==> src/rtl/if_id_pipe.sv <==
// IF/ID pipeline stage: carries PC and instruction from fetch to decode under valid/ready,
// with synchronous flush, NOP output when empty and an optional two-entry skid buffer.
module if_id_pipe #(
  parameter int unsigned PC_WIDTH   = 32,
  parameter int unsigned INST_WIDTH = 32,
  parameter int unsigned SKID       = 1
) (
  input  logic                  clk,
  input  logic                  rst,
  input  logic                  flush,
  input  logic                  in_valid,
  output logic                  in_ready,
  input  logic [PC_WIDTH-1:0]   in_pc,
  input  logic [INST_WIDTH-1:0] in_inst,
  output logic                  out_valid,
  input  logic                  out_ready,
  output logic [PC_WIDTH-1:0]   out_pc,
  output logic [INST_WIDTH-1:0] out_inst,
  output logic [1:0]            occupancy
);

  typedef enum logic [1:0] {
    StEmpty = 2'd0,
    StOne   = 2'd1,
    StTwo   = 2'd2
  } state_e;

  state_e                state_q;
  logic [PC_WIDTH-1:0]   main_pc_q;
  logic [INST_WIDTH-1:0] main_inst_q;
  logic [PC_WIDTH-1:0]   skid_pc_q;
  logic [INST_WIDTH-1:0] skid_inst_q;
  logic                  in_fire;
  logic                  out_fire;

  // In skid mode ready depends only on the state register, cutting the decode-stall path.
  always_comb begin
    if (SKID != 0) begin
      in_ready = rst && (state_q != StTwo);
    end else begin
      in_ready = rst && ((state_q == StEmpty) || out_ready);
    end
  end

  assign out_valid = (state_q != StEmpty);
  assign in_fire   = in_valid && in_ready;
  assign out_fire  = out_valid && out_ready;
  assign out_pc    = main_pc_q;
  assign out_inst  = main_inst_q;

  always_comb begin
    occupancy = 2'd0;
    unique case (state_q)
      StEmpty: occupancy = 2'd0;
      StOne:   occupancy = 2'd1;
      StTwo:   occupancy = 2'd2;
      default: occupancy = 2'd0;
    endcase
  end

  always_ff @(posedge clk) begin
    if (!rst || flush) begin
      state_q     <= StEmpty;
      main_pc_q   <= '0;
      main_inst_q <= '0;
      skid_pc_q   <= '0;
      skid_inst_q <= '0;
    end else begin
      unique case (state_q)
        StEmpty: begin
          if (in_fire) begin
            state_q     <= StOne;
            main_pc_q   <= in_pc;
            main_inst_q <= in_inst;
          end
        end
        StOne: begin
          if (in_fire && out_fire) begin
            main_pc_q   <= in_pc;
            main_inst_q <= in_inst;
          end else if (in_fire) begin
            // Only reachable in skid mode: without skid, in_ready implies out_fire here.
            state_q     <= StTwo;
            skid_pc_q   <= in_pc;
            skid_inst_q <= in_inst;
          end else if (out_fire) begin
            state_q     <= StEmpty;
            main_pc_q   <= '0;
            main_inst_q <= '0;
          end
        end
        StTwo: begin
          if (out_fire) begin
            state_q     <= StOne;
            main_pc_q   <= skid_pc_q;
            main_inst_q <= skid_inst_q;
            skid_pc_q   <= '0;
            skid_inst_q <= '0;
          end
        end
        default: begin
          state_q     <= StEmpty;
          main_pc_q   <= '0;
          main_inst_q <= '0;
          skid_pc_q   <= '0;
          skid_inst_q <= '0;
        end
      endcase
    end
  end

endmodule

==> config.mk <==
export PLATFORM = sky130hd
export DESIGN_NAME = if_id_pipe
export DESIGN_NICKNAME = d
export VERILOG_FILES = /design/src/rtl/if_id_pipe.sv
export SDC_FILE = /design/constraint.sdc
export NUM_CORES = 1
export LEC_CHECK = 0
export BUFFER_PORTS_ARGS = -buffer_cell sky130_fd_sc_hd__buf_2
export CAP_MARGIN = 25
export CORE_MARGIN = 3
export CORE_UTILIZATION = 25
export DETAILED_ROUTE_END_ITERATION = 8
export SLEW_MARGIN = 10
export SYNTH_ARGS = -nofsm -noshare
export SYNTH_HDL_FRONTEND = slang
export SYNTH_SLANG_ARGS = --single-unit
==> constraint.sdc <==
create_clock -name clk -period 3.8 [get_ports clk]
set_input_delay 0.76 -clock clk [delete_from_list [all_inputs] [get_ports clk]]
set_output_delay 0.76 -clock clk [all_outputs]
set_load 0.1 [all_outputs]
==> out/metrics.yaml, run 1 <==
portBuffers: 136
synth_nets: 736
gr-usage-met3_pct: 3.39
cap_violations: 0
cts_hold_buffers: 0
start_util_pct: 25.8
clockBufferDepth: 2
dieArea_sq_um: 28400
min_period_ns: 2.95
p_per_area_nw_per_um2: 456
ys_top_cells_by_area: "dfxtp_1, mux2i_1, o2bb2ai_1"
critical_path_required_ns: 3.04
slew_viol_final: 0
placed_cells: 1077
fin_skew_ns: 0.00853
cts_tree: "done"
path_cells: "inv_1, nor2_1, buf_2"
dr.pass1.iters: 4
hold_viol_final: 0
hold_path.class: "flip-flop to flip-flop"
grt_pass1_wl_um: 28700
antenna_cells: 0
critPathLaunchType: "flip-flop"
die_width_um: 169
grt_overflow_total: 0
routabilityCongestion: 0.698
gr-max-usage-layer: "met2"
ant_nets: 0
postSynthAreaPerCell_sq_um: 9.92
nets: 835
dr_total_vias: 5184
synth_flop_cell: "dfxtp_1"
cts_sinks: 130
synthesis.instances: 667
crit_fanout: 42
grtUsageTotal_pct: 12.7
synth_edf_count: 0
yosysTopAreaCellShare_pct: 39.3
status: "completed"
fin_tns_setup_ns: 0
numCtsBuffers: 17
min_period_over_period_pct: 77.6
grt_max_degree: 67
crit_path_top_delay_cell: "dfxtp_4"
drive_gt1_share_pct: 28.9
grtUsageMet1_pct: 16.2
area_growth_pct: 21.2
netlist_area_sq_um: 6610
cts_max_level: 4
yosysMostFrequentCell: "nor2_1"
clk_pin_slew_worst_paths_ns: 0.06
grt_pass1_vias: 5227
met2_usage_pct: 21.3
cts_resized: 0
cp.arrival_ns: 2.19
rsz0062_at_grt: "no"
core_sq_um: 25600
rows: 58
drtIter0Drc: 264
antenna_found_initial: 5
critical_path_class: "flip-flop to output pin"
io_pins: 137
irDropWorstVdd_mv: 0.238
drc: 0
clkLatencyLatePin_ns: 0.41
yosys.area.top_type: "dfxtp_1"
cts_setup_buffers: 0
synthArstFlopShare_pct: 0
via_per_inst: 4.67
p_leak_nw: 2.88
fin_cells: 1109
synth_cell_types: 28
ys_warn_count: 0
synthTopCellsByCount: "nor2_1, dfxtp_1, mux2i_1"
slowest_delay_ns: 0.82
max_freq_ghz: 0.339
routed_wl_um: 17700
dpl.hpwl_um: 10700
worst_slew_pin_slew_ns: 1.02
root_buffer: "clkbuf_16"
relSlewSlack_pct: 32.2
cp-end-kind: "output pin"
ys_ff_latch: 130
wl_per_cell_um: 16.0
die_h_um: 169
finalSetupViolCount: 0
ys_seq_area_share_pct: 39.3
[placed cells by master (no fill, tap or decap), types with 2 or more instances in the layout]
cell,Yosys,routed
a21oi_1,4,3
a22oi_1,24,24
a22oi_2,40,40
and2_1,64,64
buf_12,0,2
buf_2,11,136
buf_4,12,8
bufinv_16,0,3
clkbuf_1,21,2
clkbuf_16,0,17
clkbuf_8,0,4
clkinv_2,0,3
clkinvlp_4,0,3
dfxtp_1,130,128
mux2i_1,129,129
nand3b_1,2,2
nor2_1,131,131
o2bb2ai_1,64,64
[registers in the layout, indices dropped and copies added, names as in the netlist]
register and count:
out_inst 32, out_pc 32, skid_inst_q 32, skid_pc_q 32, state_q 2
[metal layers]
layer | routed length, um | vias to the layer above
met5 | 58 | -
met3 | 791 | 20
met4 | 193 | 8
met1 | 8320 | 2464
li1 | - | 2586
met2 | 8360 | 106
[cell families (layout without fill, tap and decap cells)]
logic type / after synthesis / in the layout / synth area share (%)
DFF: 130 / 130 / 39.3
AOI/OAI and AO/OA: 135 / 135 / 19.5
muxes: 129 / 129 / 19.5
buffers and inverters: 67 / 179 / 6.85
and+or+nand+nor: 206 / 206 / 14.8
[worst paths after layout]
check | start | end | slack, ns | depth (start not counted)
setup / recovery | state_q[1] | occupancy[1] | 0.85 | 3
hold / removal | skid_inst_q[8] | skid_inst_q[8] | 0.50 | 2
setup reg to reg | state_q[0] | out_pc[19] | 1.21 | 5
hold reg to reg | skid_inst_q[8] | skid_inst_q[8] | 0.50 | 2
[critical path, delay by kind of cell, from the launching register on]
kind	cells	cell delay, ns
buf+inv	2	0.69
flops	1	0.82
simple gates	1	0.27
[metrics by stage]
| stage | utilization, % | power, mW | hold WS [ns] | setup WS [ns] | cell area [sq um] |
|---|---|---|---|---|---|
| floorplan | - | 1.85 | 0.460 | 0.160 | 6610 |
| global placement | 28.9 | 1.96 | 0.473 | 1.22 | 7400 |
| detailed placement | 28.9 | 1.97 | 0.483 | 1.16 | 7400 |
| CTS | 31.3 | 3.73 | 0.498 | 0.766 | 8020 |
| global route | 31.3 | 3.82 | 0.522 | 0.730 | 8020 |
| finish | 31.3 | 3.66 | 0.495 | 0.850 | 8020 |
[report_power, final]
group	internal, mW	switching, mW	leakage (nW)
Clock	1.10	0.628	0.295
Sequential	1.38	0.0184	1.05
Combinational	0.153	0.373	1.53
Total	2.64	1.02	2.88
[layout make-up]
type	count	area [sq um]
Inverter	1	3.75
Sequential cell	130	2610
Fill cell	2679	17600
Multi-Input combinational cell	470	3600
Tap cell	330	413
Clock inverter	9	128
Timing Repair Buffer	146	781
Clock buffer	23	488
(Power assumes the default switching activity.)
==> run 2, diff against run 1 <==
- clock period: 3.8 -> 2.9 ns (I/O delays scaled with it)
==> out/metrics.yaml, run 2 (same netlist as run 1, synthesis figures left out) <==
status: "completed"
die_width_um: 169  # unchanged
startpoint: "state_q[1]"
r2r_cells: 6  # +1
fin_tns_setup_ns: 0  # unchanged
cts_sinks: 130  # unchanged
finalSetupViolCount: 0  # unchanged
fin_skew_ns: 0.00753  # -0.00100 ns
path_depth: 3  # unchanged
wl_per_cell_um: 15.6  # -2.1%
p_per_area_nw_per_um2: 619  # +36%
dr_total_vias: 5271  # +1.7%
drtIter0Drc: 309  # +17%
core_sq_um: 25600  # unchanged
clkLatencyLatePin_ns: 0.42  # about the same
root_buffer: "clkbuf_16"
cts_hold_buffers: 0  # unchanged
r2r_slack_ns: 0.68  # -0.53 ns
dieArea_sq_um: 28400  # unchanged
slowest_delay_ns: 0.56  # -0.26 ns
min_period_ns: 2.63
path_cells: "buf_4, or2_2, buf_2"
hold_viol_final: 0  # unchanged
critical_path_class: "flip-flop to output pin"
rsz0062_at_grt: "no"
hold_path.class: "input port to flip-flop"
total_power_mw: 5.07  # +39%
cts_tree: "done"
dr.pass1.iters: 5  # +1
rr_startpoint: "state_q[1]"
multi_input_area_sq_um: 3600  # +0.14%
cp-endpoint: "out_valid"
crit_fanout: 22  # -48%
layout_common_cells: "buf_2, nor2_1, mux2i_1"
seq_area_sq_um: 2610  # unchanged
p_comb_share_pct: 14.1  # -0.3 points
antenna_cells: 0  # unchanged
antenna_found_initial: 2  # -3
switching_power_mw: 1.38  # +35%
grt_pass1_wl_um: 28400  # -0.75%
cts_resized: 0  # unchanged
placed_cells: 1083  # +0.56%
clk_pin_slew_worst_paths_ns: 0.06  # about the same
rows: 58  # unchanged
p_leak_nw: 2.96  # +2.8%
numCtsBuffers: 17  # unchanged
drc: 0  # unchanged
irDropWorstVdd_mv: 0.250  # +5.1%
start_util_pct: 25.8  # unchanged
cp.arrival_ns: 2.05  # -0.14 ns
area_growth_pct: 23.8
crit_path_top_delay_cell: "dfxtp_4"
slew_viol_final: 0  # unchanged
cts_max_level: 4  # unchanged
drive_gt1_share_pct: 29.9  # +1.1 points
worst_slew_pin_slew_ns: 0.629  # -0.389 ns
cp_num_buf_inv: 2  # unchanged
n_fill_cell: 2685  # +0.22%
max_freq_ghz: 0.380
die_h_um: 169  # unchanged
io_pins: 137  # unchanged
critical_path_required_ns: 2.32  # -0.72 ns
nets: 841  # +0.72%
cts_setup_buffers: 0  # unchanged
power_frac_seq_pct: 36.2  # -2.2 points
grt_pass1_vias: 5174  # -1.0%
critPathLaunchType: "flip-flop"
relSlewSlack_pct: 58.1  # +26 points
clkPwrFrac_pct: 49.8  # +2.5 points
r2r-end: "out_pc[29]"
clockBufferDepth: 2  # unchanged
grt_max_degree: 65  # -3.0%
cap_violations: 0  # unchanged
dpl.hpwl_um: 10800  # +1.4%
portBuffers: 136  # unchanged
via_per_inst: 4.73  # +1.1%
grt_overflow_total: 0  # unchanged
min_period_over_period_pct: 90.7
ant_nets: 0  # unchanged
routed_wl_um: 17400  # -1.6%
swShare_pct: 27.2  # -0.67 points
cp-end-kind: "output pin"
crit_family: "buffers and inverters"
routabilityCongestion: 0.687  # -1.6%
grtUsageTotal_pct: 12.5  # -0.19 points
intPower_mw: 3.69  # +40%
fin_cells: 1115  # +0.54%
layout_commonest_cell: "buf_2"
[run 2: cell count changes in the layout (fill, tap and decap cells not counted), moves of 2 or more]
cell	before	now
buf_12	2	6
buf_4	8	11
bufinv_16	3	6
clkbuf_1	2	0
clkbuf_8	4	2
clkinv_4	0	3
[run 2: area by class of cell]
class	instances	area share [%]
sequential	130	31.8
timing repair buffer	152	10.7
clock buffer	19	5.53
inverter	1	0.0458
multi-input combinational	470	44.0
tap	330	5.04
clock inverter	13	2.83
[run 2: power groups by stage]
| stage | clock network [mW] | logic [mW] | registers (mW) |
|---|---|---|---|
| finish | 2.52 | 0.713 | 1.83 |
| global route | 2.67 | 0.770 | 1.84 |
| CTS | 2.59 | 0.725 | 1.83 |
| detailed placement | 0 | 0.724 | 1.87 |
| global placement | 0 | 0.721 | 1.87 |
| floorplan | 0 | 0.369 | 2.05 |
[run 2: worst register-to-register path, stage by stage (launching register included)]
cell and delay (ns):
dfxtp_4 0.56, buf_4 0.56, and4b_2 0.33, buf_12 0.20
o2bb2ai_1 0.22, a22oi_1 0.17, nor2_1 0.06
[run 2: per-layer routing]
metal	vias up	GRT usage (%)	part of all wire, %
li1	2591	-	-
met1	2567	15.6	46
met2	98	21.2	48
met3	11	3.78	4.8
met4	4	2.81	0.67
met5	-	0	0.13
[run 2: how the worst min path moves through the flow]
stage | startpoint | to | slack [ns] | cells after the start
after floorplan | skid_inst_q[0] | skid_inst_q[0] | 0.46 | 2
after global placement | skid_inst_q[29] | skid_inst_q[29] | 0.47 | 2
after detailed placement | skid_pc_q[5] | skid_pc_q[5] | 0.48 | 2
after CTS | out_ready | state_q[1] | 0.43 | 2
after global routing | out_ready | state_q[1] | 0.45 | 2
final | out_ready | state_q[1] | 0.46 | 2
[run 2: metrics by stage]
step | util (%) | setup WS, ns | hold WS (ns) | cell area, sq um
6_report | 32.0 | 0.270 | 0.461 | 8190
4_1_cts | 32.0 | 0.234 | 0.427 | 8190
3_5_place_dp | 29.3 | 0.631 | 0.483 | 7500
3_3_place_gp | 29.3 | 0.657 | 0.473 | 7500
5_1_grt | 32.0 | 0.174 | 0.453 | 8190
2_1_floorplan | - | 0.377 | 0.460 | 6620
==> run 3, diff against run 2 <==
- ABC_AREA: default -> 1
- SKIP_CTS_REPAIR_TIMING: default -> 1
==> out/metrics.yaml, run 3 <==
status: "completed"
fin_skew_ns: 0.00881  # +0.00128 ns
drc: 0  # unchanged
min_period_ns: 2.53  # -0.105 ns
hold_path.class: "flip-flop to flip-flop"
critical_path_class: "flip-flop to output pin"
cp.arrival_ns: 1.95  # -0.10 ns
postSynthAreaPerCell_sq_um: 6.20  # -37%
grtUsageTotal_pct: 14.9  # +2.5 points
dr_total_vias: 6762  # +28%
crit_fanout: 15  # -32%
drive_gt1_share_pct: 16.7  # -13 points
io_pins: 137  # unchanged
dr.pass1.iters: 5  # unchanged
ys_seq_area_share_pct: 39.3  # -0.059 points
yosysTopAreaCellShare_pct: 39.3  # -0.059 points
clkLatencyLatePin_ns: 0.41  # about the same
area_growth_pct: 23.2
crit_family: "buffers and inverters"
yosys.area.top_type: "dfxtp_1"
ant_nets: 0  # unchanged
die_h_um: 169  # about the same
irDropWorstVdd_mv: 0.226  # -9.6%
via_per_inst: 4.48  # -5.1%
antenna_cells: 0  # unchanged
numCtsBuffers: 17  # unchanged
synthTopCellsByCount: "nand2_1, inv_1, a21oi_1, dfxtp_1, o21ai_0"
layout_commonest_cell: "nand2_1"
synth_flop_cell: "dfxtp_1"
synth_edf_count: 0  # unchanged
hold_viol_final: 0  # unchanged
grt_pass1_vias: 6593  # +27%
clk_pin_slew_worst_paths_ns: 0.06  # about the same
critical_path_required_ns: 2.32  # about the same
synth_nets: 1137  # +54%
crit_path_top_delay_cell: "dfxtp_1"
max_freq_ghz: 0.396  # +4.1%
drtIter0Drc: 427  # +38%
die_width_um: 169  # about the same
synthArstFlopShare_pct: 0  # unchanged
rsz0062_at_grt: "no"
slew_viol_final: 0  # unchanged
clockBufferDepth: 2  # unchanged
critPathLaunchType: "flip-flop"
routabilityCongestion: 0.735  # +7.1%
synthesis.instances: 1068  # +60%
total_power_mw: 4.75  # -6.2%
fin_tns_setup_ns: 0  # unchanged
rows: 58  # unchanged
worst_slew_pin_slew_ns: 0.844  # +0.215 ns
relSlewSlack_pct: 43.8  # -14 points
ys_top_cells_by_area: "dfxtp_1, nand2_1, inv_1"
grt_max_degree: 74  # +14%
p_per_area_nw_per_um2: 583  # -5.9%
p_leak_nw: 3.80  # +28%
cts_sinks: 130  # unchanged
dpl.hpwl_um: 12600  # +16%
grt_overflow_total: 0  # unchanged
dieArea_sq_um: 28500  # +0.15%
path_cells: "inv_2, nor2_2, buf_4, buf_2"
layout_common_cells: "nand2_1, inv_1, buf_2"
cp_num_buf_inv: 3  # +1
cap_violations: 0  # unchanged
portBuffers: 136  # unchanged
netlist_area_sq_um: 6620  # +0.15%
finalSetupViolCount: 0  # unchanged
routed_wl_um: 20900  # +20%
synth_cell_types: 18  # -36%
nets: 1235  # +47%
grt_pass1_wl_um: 34500  # +21%
root_buffer: "clkbuf_16"
yosysMostFrequentCell: "nand2_1"
cts_max_level: 4  # unchanged
wl_per_cell_um: 13.8  # -12%
start_util_pct: 25.9  # +0.039 points
core_sq_um: 25600  # unchanged
antenna_found_initial: 1  # -1
min_period_over_period_pct: 87.1  # -3.6 points
slowest_delay_ns: 0.46  # -0.10 ns
cp-end-kind: "output pin"
ys_warn_count: 0  # unchanged
cts_tree: "done"
ys_ff_latch: 130  # unchanged
run 3: cell types whose count changed after synthesis, moves of 65 or more:
cell and delta:
inv_1 +178, nand2_1 +302, nand3_1 +65, o21ai_0 +93
mux2i_1 -129, a21oi_1 +126
run 3: cell type report:
type,instances,area (sq um)
clock inverters,12,180
flip-flops and latches,130,2600
well taps,330,413
clock buffers,19,443
multi-input cells,682,3020
fillers,2813,17500
inverters,182,684
repair buffers,153,821
run 3: report_power, final:
group / internal (mW) / total, mW / switching [mW]
Sequential: 1.82 / 1.83 / 0.0149
Clock: 1.46 / 2.33 / 0.863
Combinational: 0.149 / 0.593 / 0.444
Total: 3.43 / 4.75 / 1.32
run 3: worst register-to-register path, delay by kind of cell (launching register included):
kind	cells	cell delay [ns]
and+or+nand+nor	6	0.88
buffers and inverters	2	0.51
AOI/OAI and AO/OA	1	0.14
DFF	1	0.48
run 3: metal layers:
metal	global-route usage [%]	vias up	wire length, um
met3	3.48	17	1190
li1	-	3491	-
met2	25.6	161	9790
met5	0	-	7
met4	3.66	2	281
met1	19.0	3091	9600
run 3: kinds of logic (layout without fill, tap and decap cells):
group                  after synthesis  count (layout)  synth area share [%]
and+or+nand+nor                    440             440                  26.4
AOI/OAI and AO/OA                  242             242                  18.3
DFF                                130             130                  39.3
buffers and inverters              256             366                  16.0
run 3: worst paths after layout:
kind / start / end / slack, ns / cells past startpoint
min reg2reg: skid_pc_q[10] / skid_pc_q[10] / 0.45 / 2
max: state_q[1] / occupancy[1] / 0.37 / 4
min: skid_pc_q[10] / skid_pc_q[10] / 0.45 / 2
max reg2reg: state_q[0] / out_inst[2] / 0.84 / 9
run 3: through the flow:
| stage | std cells | area [sq um] | utilization [%] | hold slack [ns] | setup slack, ns |
|---|---|---|---|---|---|
| floorplan | 1068 | 6620 | - | 0.425 | 0.0921 |
| global placement | 1477 | 7540 | 29.4 | 0.433 | 0.812 |
| detailed placement | 1477 | 7540 | 29.4 | 0.440 | 0.804 |
| CTS | 1508 | 8160 | 31.9 | 0.425 | 0.350 |
| global route | 1508 | 8160 | 31.9 | 0.436 | 0.254 |
| finish | 1508 | 8160 | 31.9 | 0.446 | 0.375 |
